$ cat src/rtl/en_mixcol_iter_if.sv
// Block handshake bundle: upstream valid/ready with block and bypass flag, downstream valid/ready with result.
// slave is the datapath's view; master is the driver/consumer side.
interface en_mixcol_iter_if;
    logic         iValid;
    logic         oReady;
    logic         iBypass;
    logic [127:0] iBlockIn;
    logic         oValid;
    logic         iReady;
    logic [127:0] oBlockOut;

    modport slave (
        input  iValid, iBypass, iBlockIn, iReady,
        output oReady, oValid, oBlockOut
    );

    modport master (
        output iValid, iBypass, iBlockIn, iReady,
        input  oReady, oValid, oBlockOut
    );
endinterface

$ cat src/rtl/en_mixcol_iter.sv
// Iterative AES MixColumns: one 32-bit column mixer reused over four cycles, bypass for the final round.
// Latency: 4 CALC edges after the accept edge (bypass: DONE on the accept edge); DONE holds until iReady.
module en_mixcol_iter (
    input  logic              iClk,
    input  logic              iRst_n,
    en_mixcol_iter_if.slave   bus
);

    typedef enum logic [1:0] {IDLE, CALC, DONE} state_e;

    state_e       st_q, st_d;
    logic [1:0]   cnt_q, cnt_d;
    logic [127:0] blk_q, blk_d;
    logic [31:0]  col;
    logic [31:0]  col_mix;
    logic         rdy;
    logic         vld;

    function automatic logic [7:0] xt(input logic [7:0] b);
        return {b[6:0], 1'b0} ^ (b[7] ? 8'h1b : 8'h00);
    endfunction

    // out_r = 2*s_r ^ 3*s_(r+1) ^ s_(r+2) ^ s_(r+3), with 3*x folded as xt(x)^x
    function automatic logic [31:0] mixcol(input logic [31:0] c);
        logic [7:0] s0, s1, s2, s3;
        s0 = c[31:24];
        s1 = c[23:16];
        s2 = c[15:8];
        s3 = c[7:0];
        return {xt(s0) ^ xt(s1) ^ s1 ^ s2 ^ s3,
                xt(s1) ^ xt(s2) ^ s2 ^ s3 ^ s0,
                xt(s2) ^ xt(s3) ^ s3 ^ s0 ^ s1,
                xt(s3) ^ xt(s0) ^ s0 ^ s1 ^ s2};
    endfunction

    always_comb begin
        case (cnt_q)
            2'd0:    col = blk_q[127:96];
            2'd1:    col = blk_q[95:64];
            2'd2:    col = blk_q[63:32];
            default: col = blk_q[31:0];
        endcase
    end

    assign col_mix = mixcol(col);

    always_ff @(posedge iClk or negedge iRst_n) begin
        if (!iRst_n) begin
            st_q  <= IDLE;
            cnt_q <= 2'd0;
            blk_q <= '0;
        end else begin
            st_q  <= st_d;
            cnt_q <= cnt_d;
            blk_q <= blk_d;
        end
    end

    always_comb begin
        st_d  = st_q;
        cnt_d = cnt_q;
        blk_d = blk_q;
        rdy   = 1'b0;
        vld   = 1'b0;
        case (st_q)
            IDLE: begin
                rdy = 1'b1;
                if (bus.iValid) begin
                    blk_d = bus.iBlockIn;
                    cnt_d = 2'd0;
                    st_d  = bus.iBypass ? DONE : CALC;
                end
            end
            CALC: begin
                case (cnt_q)
                    2'd0:    blk_d[127:96] = col_mix;
                    2'd1:    blk_d[95:64]  = col_mix;
                    2'd2:    blk_d[63:32]  = col_mix;
                    default: blk_d[31:0]   = col_mix;
                endcase
                cnt_d = cnt_q + 2'd1;
                if (cnt_q == 2'd3) begin
                    st_d = DONE;
                end
            end
            DONE: begin
                vld = 1'b1;
                if (bus.iReady) begin
                    st_d = IDLE;
                end
            end
            default: st_d = IDLE;
        endcase
    end

    assign bus.oReady    = rdy;
    assign bus.oValid    = vld;
    assign bus.oBlockOut = blk_q;

endmodule

$ cat src/flat_wrapper.sv
// flat-port wrapper written by rule: the top's interface ports become plain ports
module en_mixcol_iter_flat 
  (iClk, iRst_n, bus_iValid, bus_iBypass, bus_iBlockIn, bus_iReady, bus_oReady, bus_oValid, bus_oBlockOut);
  en_mixcol_iter_if bus_i ();
  input  logic iClk;
  input  logic iRst_n;
  input wire logic [$bits(bus_i.iValid)-1:0] bus_iValid;
  input wire logic [$bits(bus_i.iBypass)-1:0] bus_iBypass;
  input wire logic [$bits(bus_i.iBlockIn)-1:0] bus_iBlockIn;
  input wire logic [$bits(bus_i.iReady)-1:0] bus_iReady;
  output wire logic [$bits(bus_i.oReady)-1:0] bus_oReady;
  output wire logic [$bits(bus_i.oValid)-1:0] bus_oValid;
  output wire logic [$bits(bus_i.oBlockOut)-1:0] bus_oBlockOut;
  assign bus_i.iValid = bus_iValid;
  assign bus_i.iBypass = bus_iBypass;
  assign bus_i.iBlockIn = bus_iBlockIn;
  assign bus_i.iReady = bus_iReady;
  assign bus_oReady = bus_i.oReady;
  assign bus_oValid = bus_i.oValid;
  assign bus_oBlockOut = bus_i.oBlockOut;
  en_mixcol_iter u_core (.iClk(iClk), .iRst_n(iRst_n), .bus(bus_i));
endmodule
$ cat config.mk
export PLATFORM = sky130hd
export DESIGN_NAME = en_mixcol_iter_flat
export DESIGN_NICKNAME = d
export VERILOG_FILES = /design/src/rtl/en_mixcol_iter_if.sv /design/src/rtl/en_mixcol_iter.sv /design/src/flat_wrapper.sv
export SDC_FILE = /design/constraint.sdc
export NUM_CORES = 1
export LEC_CHECK = 0
export CORE_ASPECT_RATIO = 1.75
export CORE_UTILIZATION = 45
export CTS_BUF_LIST = sky130_fd_sc_hd__clkbuf_8
export DETAILED_ROUTE_END_ITERATION = 8
export HOLD_SLACK_MARGIN = 0.12
export PLACE_DENSITY = 0.78
export SETUP_SLACK_MARGIN = 0.15
export SYNTH_ARGS = -nofsm -noshare
export SYNTH_HDL_FRONTEND = slang
export SYNTH_SLANG_ARGS = --single-unit
$ cat constraint.sdc
create_clock -name iClk -period 3.3 [get_ports iClk]
set_input_delay 0.495 -clock iClk [delete_from_list [all_inputs] [get_ports iClk]]
set_output_delay 0.495 -clock iClk [all_outputs]
set_load 0.05 [all_outputs]
# Word-level counts from Yosys, hierarchy flattened
# Cells that the tools add are included.
# classes
add_sub_neg	1
eq_ne	12
n_mux	20
n_bitwise	20
n_reduce_logical	10
# ops
op	count
128-bit one-hot mux with 2 select lines	1
8-bit XOR	19
128-bit two-way mux	1
32-bit two-way mux	4
32-bit one-hot mux with 3 select lines	1
5-bit two-way mux	4
3-bit AND reduction	5
2-bit != test (second input constant)	6
2-bit two-way mux	5
8-bit by 5-bit XOR with 8-bit output	1
2-bit equality test (second input constant)	3
2-bit one-hot mux with 3 select lines	1
2-bit by 1-bit equality test with 1-bit output (second input constant)	2
2-bit logical NOT	2
2-bit one-hot mux with 2 select lines	1
3-bit OR reduction	1
2-bit by 1-bit adder with 2-bit output (second input constant)	1
1-bit two-way mux	2
2-bit by 1-bit != test with 1-bit output (second input constant)	1
2-bit AND reduction	1
2-bit nonzero test	1
# totals
ff_bits	132
in_bits	133
output_inout_bits	130
elab_cells	69

# Longest topological paths before layout
# logic_depth
word_depth	10
ltp_mapped	10
mapped_depth_nobuf	8

# Worst setup path after synthesis
# OpenSTA, ideal clock, no wires.
# synth_path
path_type	register to register
start	register u_core.cnt_q[0]
end	register u_core.blk_q[124], in the netlist u_core.bus.oBlockOut[124]
setup_ps	124
t_arrival_ps	2638
t_required_ps	3176
setup_slack_ps	538
path_stages_with_launch	9
n_path_buf	0
path_cell_list	dfrtp_1 -> inv_1 -> ha_1 -> a222oi_1 -> xor3_1 -> mux2i_1 -> xnor3_1 -> nand2_1 -> a21oi_1
# synth_via
elab_chain_cells	10
word_cells_on_any_way	16
# synth_lines
element	line	source
from (decl)	en_mixcol_iter.sv:12	logic [1:0] cnt_q, cnt_d;
from (signal assigned)	en_mixcol_iter.sv:54	cnt_q <= cnt_d;
2-bit equality test, or another cell as far along	en_mixcol_iter.sv:37	case (cnt_q)
32-bit one-hot mux with 3 select lines	en_mixcol_iter.sv:37	
5-bit two-way mux	en_mixcol_iter.sv:20	return {b[6:0], 1'b0} ^ (b[7] ? 8'h1b : 8'h00);
8-bit by 5-bit XOR with 8-bit output / 8-bit XOR (equally long branches)	en_mixcol_iter.sv:20	
8-bit XOR (4 in series)	en_mixcol_iter.sv:30	return {xt(s0) ^ xt(s1) ^ s1 ^ s2 ^ s3,
32-bit two-way mux	en_mixcol_iter.sv:75	case (cnt_q)
128-bit one-hot mux with 2 select lines	en_mixcol_iter.sv:65	case (st_q)
to (signal assigned)	en_mixcol_iter.sv:55	blk_q <= blk_d;
to (decl)	en_mixcol_iter.sv:13	logic [127:0] blk_q, blk_d;
# Parallel ways exist; a longest one is shown, timed or not. The select of a mux whose other input is x is not followed.
# A chain may end at the register's enable or synchronous reset.

# Final worst setup path
# layout_path
start	register u_core.cnt_q[0]
end	register u_core.blk_q[7], in the netlist u_core.bus.oBlockOut[7]
# layout_via
elab_chain_cells	9
word_cells_on_any_way	15
# layout_lines
element	line	source
2-bit equality test, or another cell as far along	en_mixcol_iter.sv:37, en_mixcol_iter.sv:75	
32-bit one-hot mux with 3 select lines	en_mixcol_iter.sv:37	
8-bit XOR / 8-bit by 5-bit XOR with 8-bit output (equally long branches)	en_mixcol_iter.sv:20	
8-bit XOR (4 in series)	en_mixcol_iter.sv:33	xt(s3) ^ xt(s0) ^ s0 ^ s1 ^ s2};
32-bit two-way mux	en_mixcol_iter.sv:75	
128-bit one-hot mux with 2 select lines	en_mixcol_iter.sv:65	
# Parallel ways exist; a longest one is shown, timed or not. The select of a mux whose other input is x is not followed.

==> parameters.txt <==
Parameter                              Value

GRT
  Initial antenna violation count    0
  First-pass GRT wire length    a little over 50000 um
  Largest net degree at the start of global routing    70
  Total grt overflow    0
  Number of global-route vias before repair    9021
  Tot GR Track Use    a little over a third

CTS
  Clock Tree Buf Depth    2
  Clk_lat worst skew    between 0.4 and 0.5 ns
  Clock-pin slew of the registers on the worst-case setup and hold paths    roughly 0.09 ns
  Cell at the root of the clock tree    clkbuf_8
  CTS H-tree depth    4
  Clock tree from TritonCTS    done
  TritonCTS sink count    approximately 130
  Number of buffers inserted during clock tree synthesis    17

Routing
  Number of DRC violations after detailed-routing iteration 0    850
  Detail-routed net length per standard cell    ~23 um
  Via count normalized by instance count    between 6 and 7
  TritonRoute pass-1 iters    9
  Final wirelength    about 34000 um
  Number of nets with antenna violations after detailed routing    0
  DRC errors left    0
  Total via count in the routed design    9024

Worst setup path
  Peak per-stage delay on the critical path    between 0.6 and 0.7 ns
  Arrival time reported for the critical path endpoint    3.42 ns
  Worst setup path category    flop to flop
  Required time at the worst-slack endpoint    approximately 3.7 ns
  Worst-path cell chain    inv_1 > ha_1 > buf_4 > a222oi_1 > buf_4 > xor2_1 > o21ai_0 > xor2_1 > o221a_2
  Endpoint kind of the worst setup timing path    flop
  Worst Setup Start Kind    flop
  Worst path slowest cell    xor2_1
  Maximum fanout along the worst path    13

STA
  Post-route clock period utilization    between 90% and 100%
  Final-layout setup total negative slack    0 ns
  Final max-slew violation count    0
  Fmax    roughly 330 MHz
  Final Hold Violating Endpoints    0
  Shortest clock period the worst path allows after layout    about 3.0 ns
  Setup repair after global routing missed its margin    no
  Number of endpoints failing setup at the final stage    0
  Final setup slack of the worst path    between 0.2 and 0.3 ns
  Final Skew    between 0.015 and 0.02 ns
  Final hold slack    roughly 0.55 ns
  Actual slew at the worst max-slew pin    1.002 ns
  Relative slew slack    roughly 33%

Synthesis
  Sequential area share after synthesis    between 30% and 40%
  Post-synth EDFFs    0
  Syn nets    1056
  Number of instances in the synthesized netlist    ~920
  Proportion of register bits with asynchronous set or reset after synthesis    between 90% and 100%
  Yosys reg bits    between 100 and 150
  Post-synthesis cell area    approximately 8500 sq um
  Average footprint of a synthesized cell    9.227 sq um
  Synth warnings    0
  Main synth FF type    dfrtp_1
  Number of different library cells in the post-synthesis netlist    41

Finish
  Synthesis-to-layout area growth    43.12%
  Antenna diode count    0
  Share of final-layout standard cells stronger than drive strength 1    a little over 10%
  Net count, final    1332
  Footprint of the multi-input gates    4882 sq um
  Storage cell area    between 3000 and 4000 sq um
  Post-route cell area    between 10000 and 15000 sq um
  Most common cell after layout, fill and taps aside    clkdlybuf4s50_1
  Commonest non-fill, non-tap cells in the layout    clkdlybuf4s50_1 (261), dfrtp_1 (132), xnor2_1 (101), a21oi_1 (101), o21ai_0 (84)
  # fillers    1539

Die
  Die boundary width    105.8 um
  Placeable core region    ~18000 sq um
  Initial core utilization    roughly 46%
  Number of top-level pins    between 200 and 300
  Y dimension of the die    approximately 180 um
  Area enclosed by the die boundary    just under 20000 sq um
  Std cell rows    66

Job
  Max-capacitance violation count    0

Hold path
  Hold Crit Class    flop to flop

Placement
  HPWL reported at the end of detailed placement    25400 um
  Port buffer count    roughly 260
  RePlAce Congestion    approximately 1
  Dpl ws    around 0.1 ns
  Post-placement cell area    11640 sq um

Run status
  Run status    complete, no violations
## metal layers
metal,up-vias,part of all wire [%],global-route usage (%)
met2,568,52,60.86
met1,4389,34,37.01
met4,0,7.7,27.39
li1,3904,-,-
met5,-,0,0
met3,163,7.0,5.140
## repair_timing
item,in CTS,in global routing
hold buffers,1,0
pin swaps,1,2
resized for setup,0,3
cloned,0,0
hold endpoints to repair,29,0
setup endpoints to repair,4,22
setup buffers,2,3
## metrics by stage
stage | utilization [%] | instances
4_1_cts | 65.42 | 1443
2_1_floorplan | - | 919
5_1_grt | 65.60 | 1446
3_3_place_gp | 62.95 | 1408
3_5_place_dp | 62.95 | 1408
6_report | 65.60 | 1446
## cells by family after synthesis
logic type	count (synthesis)	synth area share, %
buf+inv	81	3.866
mux	5	0.6345
flops	132	38.96
fa+ha+maj	4	0.5903
simple gates	209	11.97
xor+xnor	176	19.68
compound gates	312	24.30
## Yosys cell counts, drive strengths merged (12+ instances only)
library cell	number	area (sq um)
dfrtp	132	3303
and3	72	450.4
nand2	64	240.2
o21ai	92	471.7
a222oi	32	320.3
xor2	66	578.1
nor2	53	198.9
xnor2	101	884.6
a2bb2oi	15	131.4
a21oi	105	525.5
buf	12	68.81
clkbuf	66	247.7
a221o	39	390.4
## final timing paths
| kind | cells after the start | end | from | slack (ns) |
|---|---|---|---|---|
| max in group asynchronous | 3 | u_core.bus.oBlockOut[57] | iRst_n | 1.83 |
| min in group asynchronous | 2 | u_core.st_q[1] | iRst_n | 0.64 |
| worst min register to register | 2 | u_core.bus.oBlockOut[33] | u_core.bus.oBlockOut[33] | 0.55 |
| worst max register to register | 9 | u_core.bus.oBlockOut[7] | u_core.cnt_q[0] | 0.27 |
| worst min-delay path | 2 | u_core.bus.oBlockOut[33] | u_core.bus.oBlockOut[33] | 0.55 |
| worst max-delay path | 9 | u_core.bus.oBlockOut[7] | u_core.cnt_q[0] | 0.27 |
## critical path, delay by kind of cell, from the launching register on
family	cells	cell delay, ns
AOI/OAI and AO/OA	3	1.10
xor gates and xnor gates	2	0.69
buffers and inverters	3	0.51
DFF	1	0.43
adders and majority gates	1	0.21
## flip-flops by register name, summed over array words and instances, names as in the netlist
register,count
u_core.bus.oBlockOut,128
u_core.st_q,2
u_core.cnt_q,2
## layout make-up
cell class	instances	share of cell area [%]
timing repair buffer	335	26.44
clock buffer	19	2.155
sequential	132	27.22
tap	238	2.454
multi-input combinational	706	40.23
inverter	3	0.09279
clock inverter	13	1.413
Power is left out: the tool's default activity adds up to more than one toggle a clock period on the data nets, which glitch-free logic cannot reach.
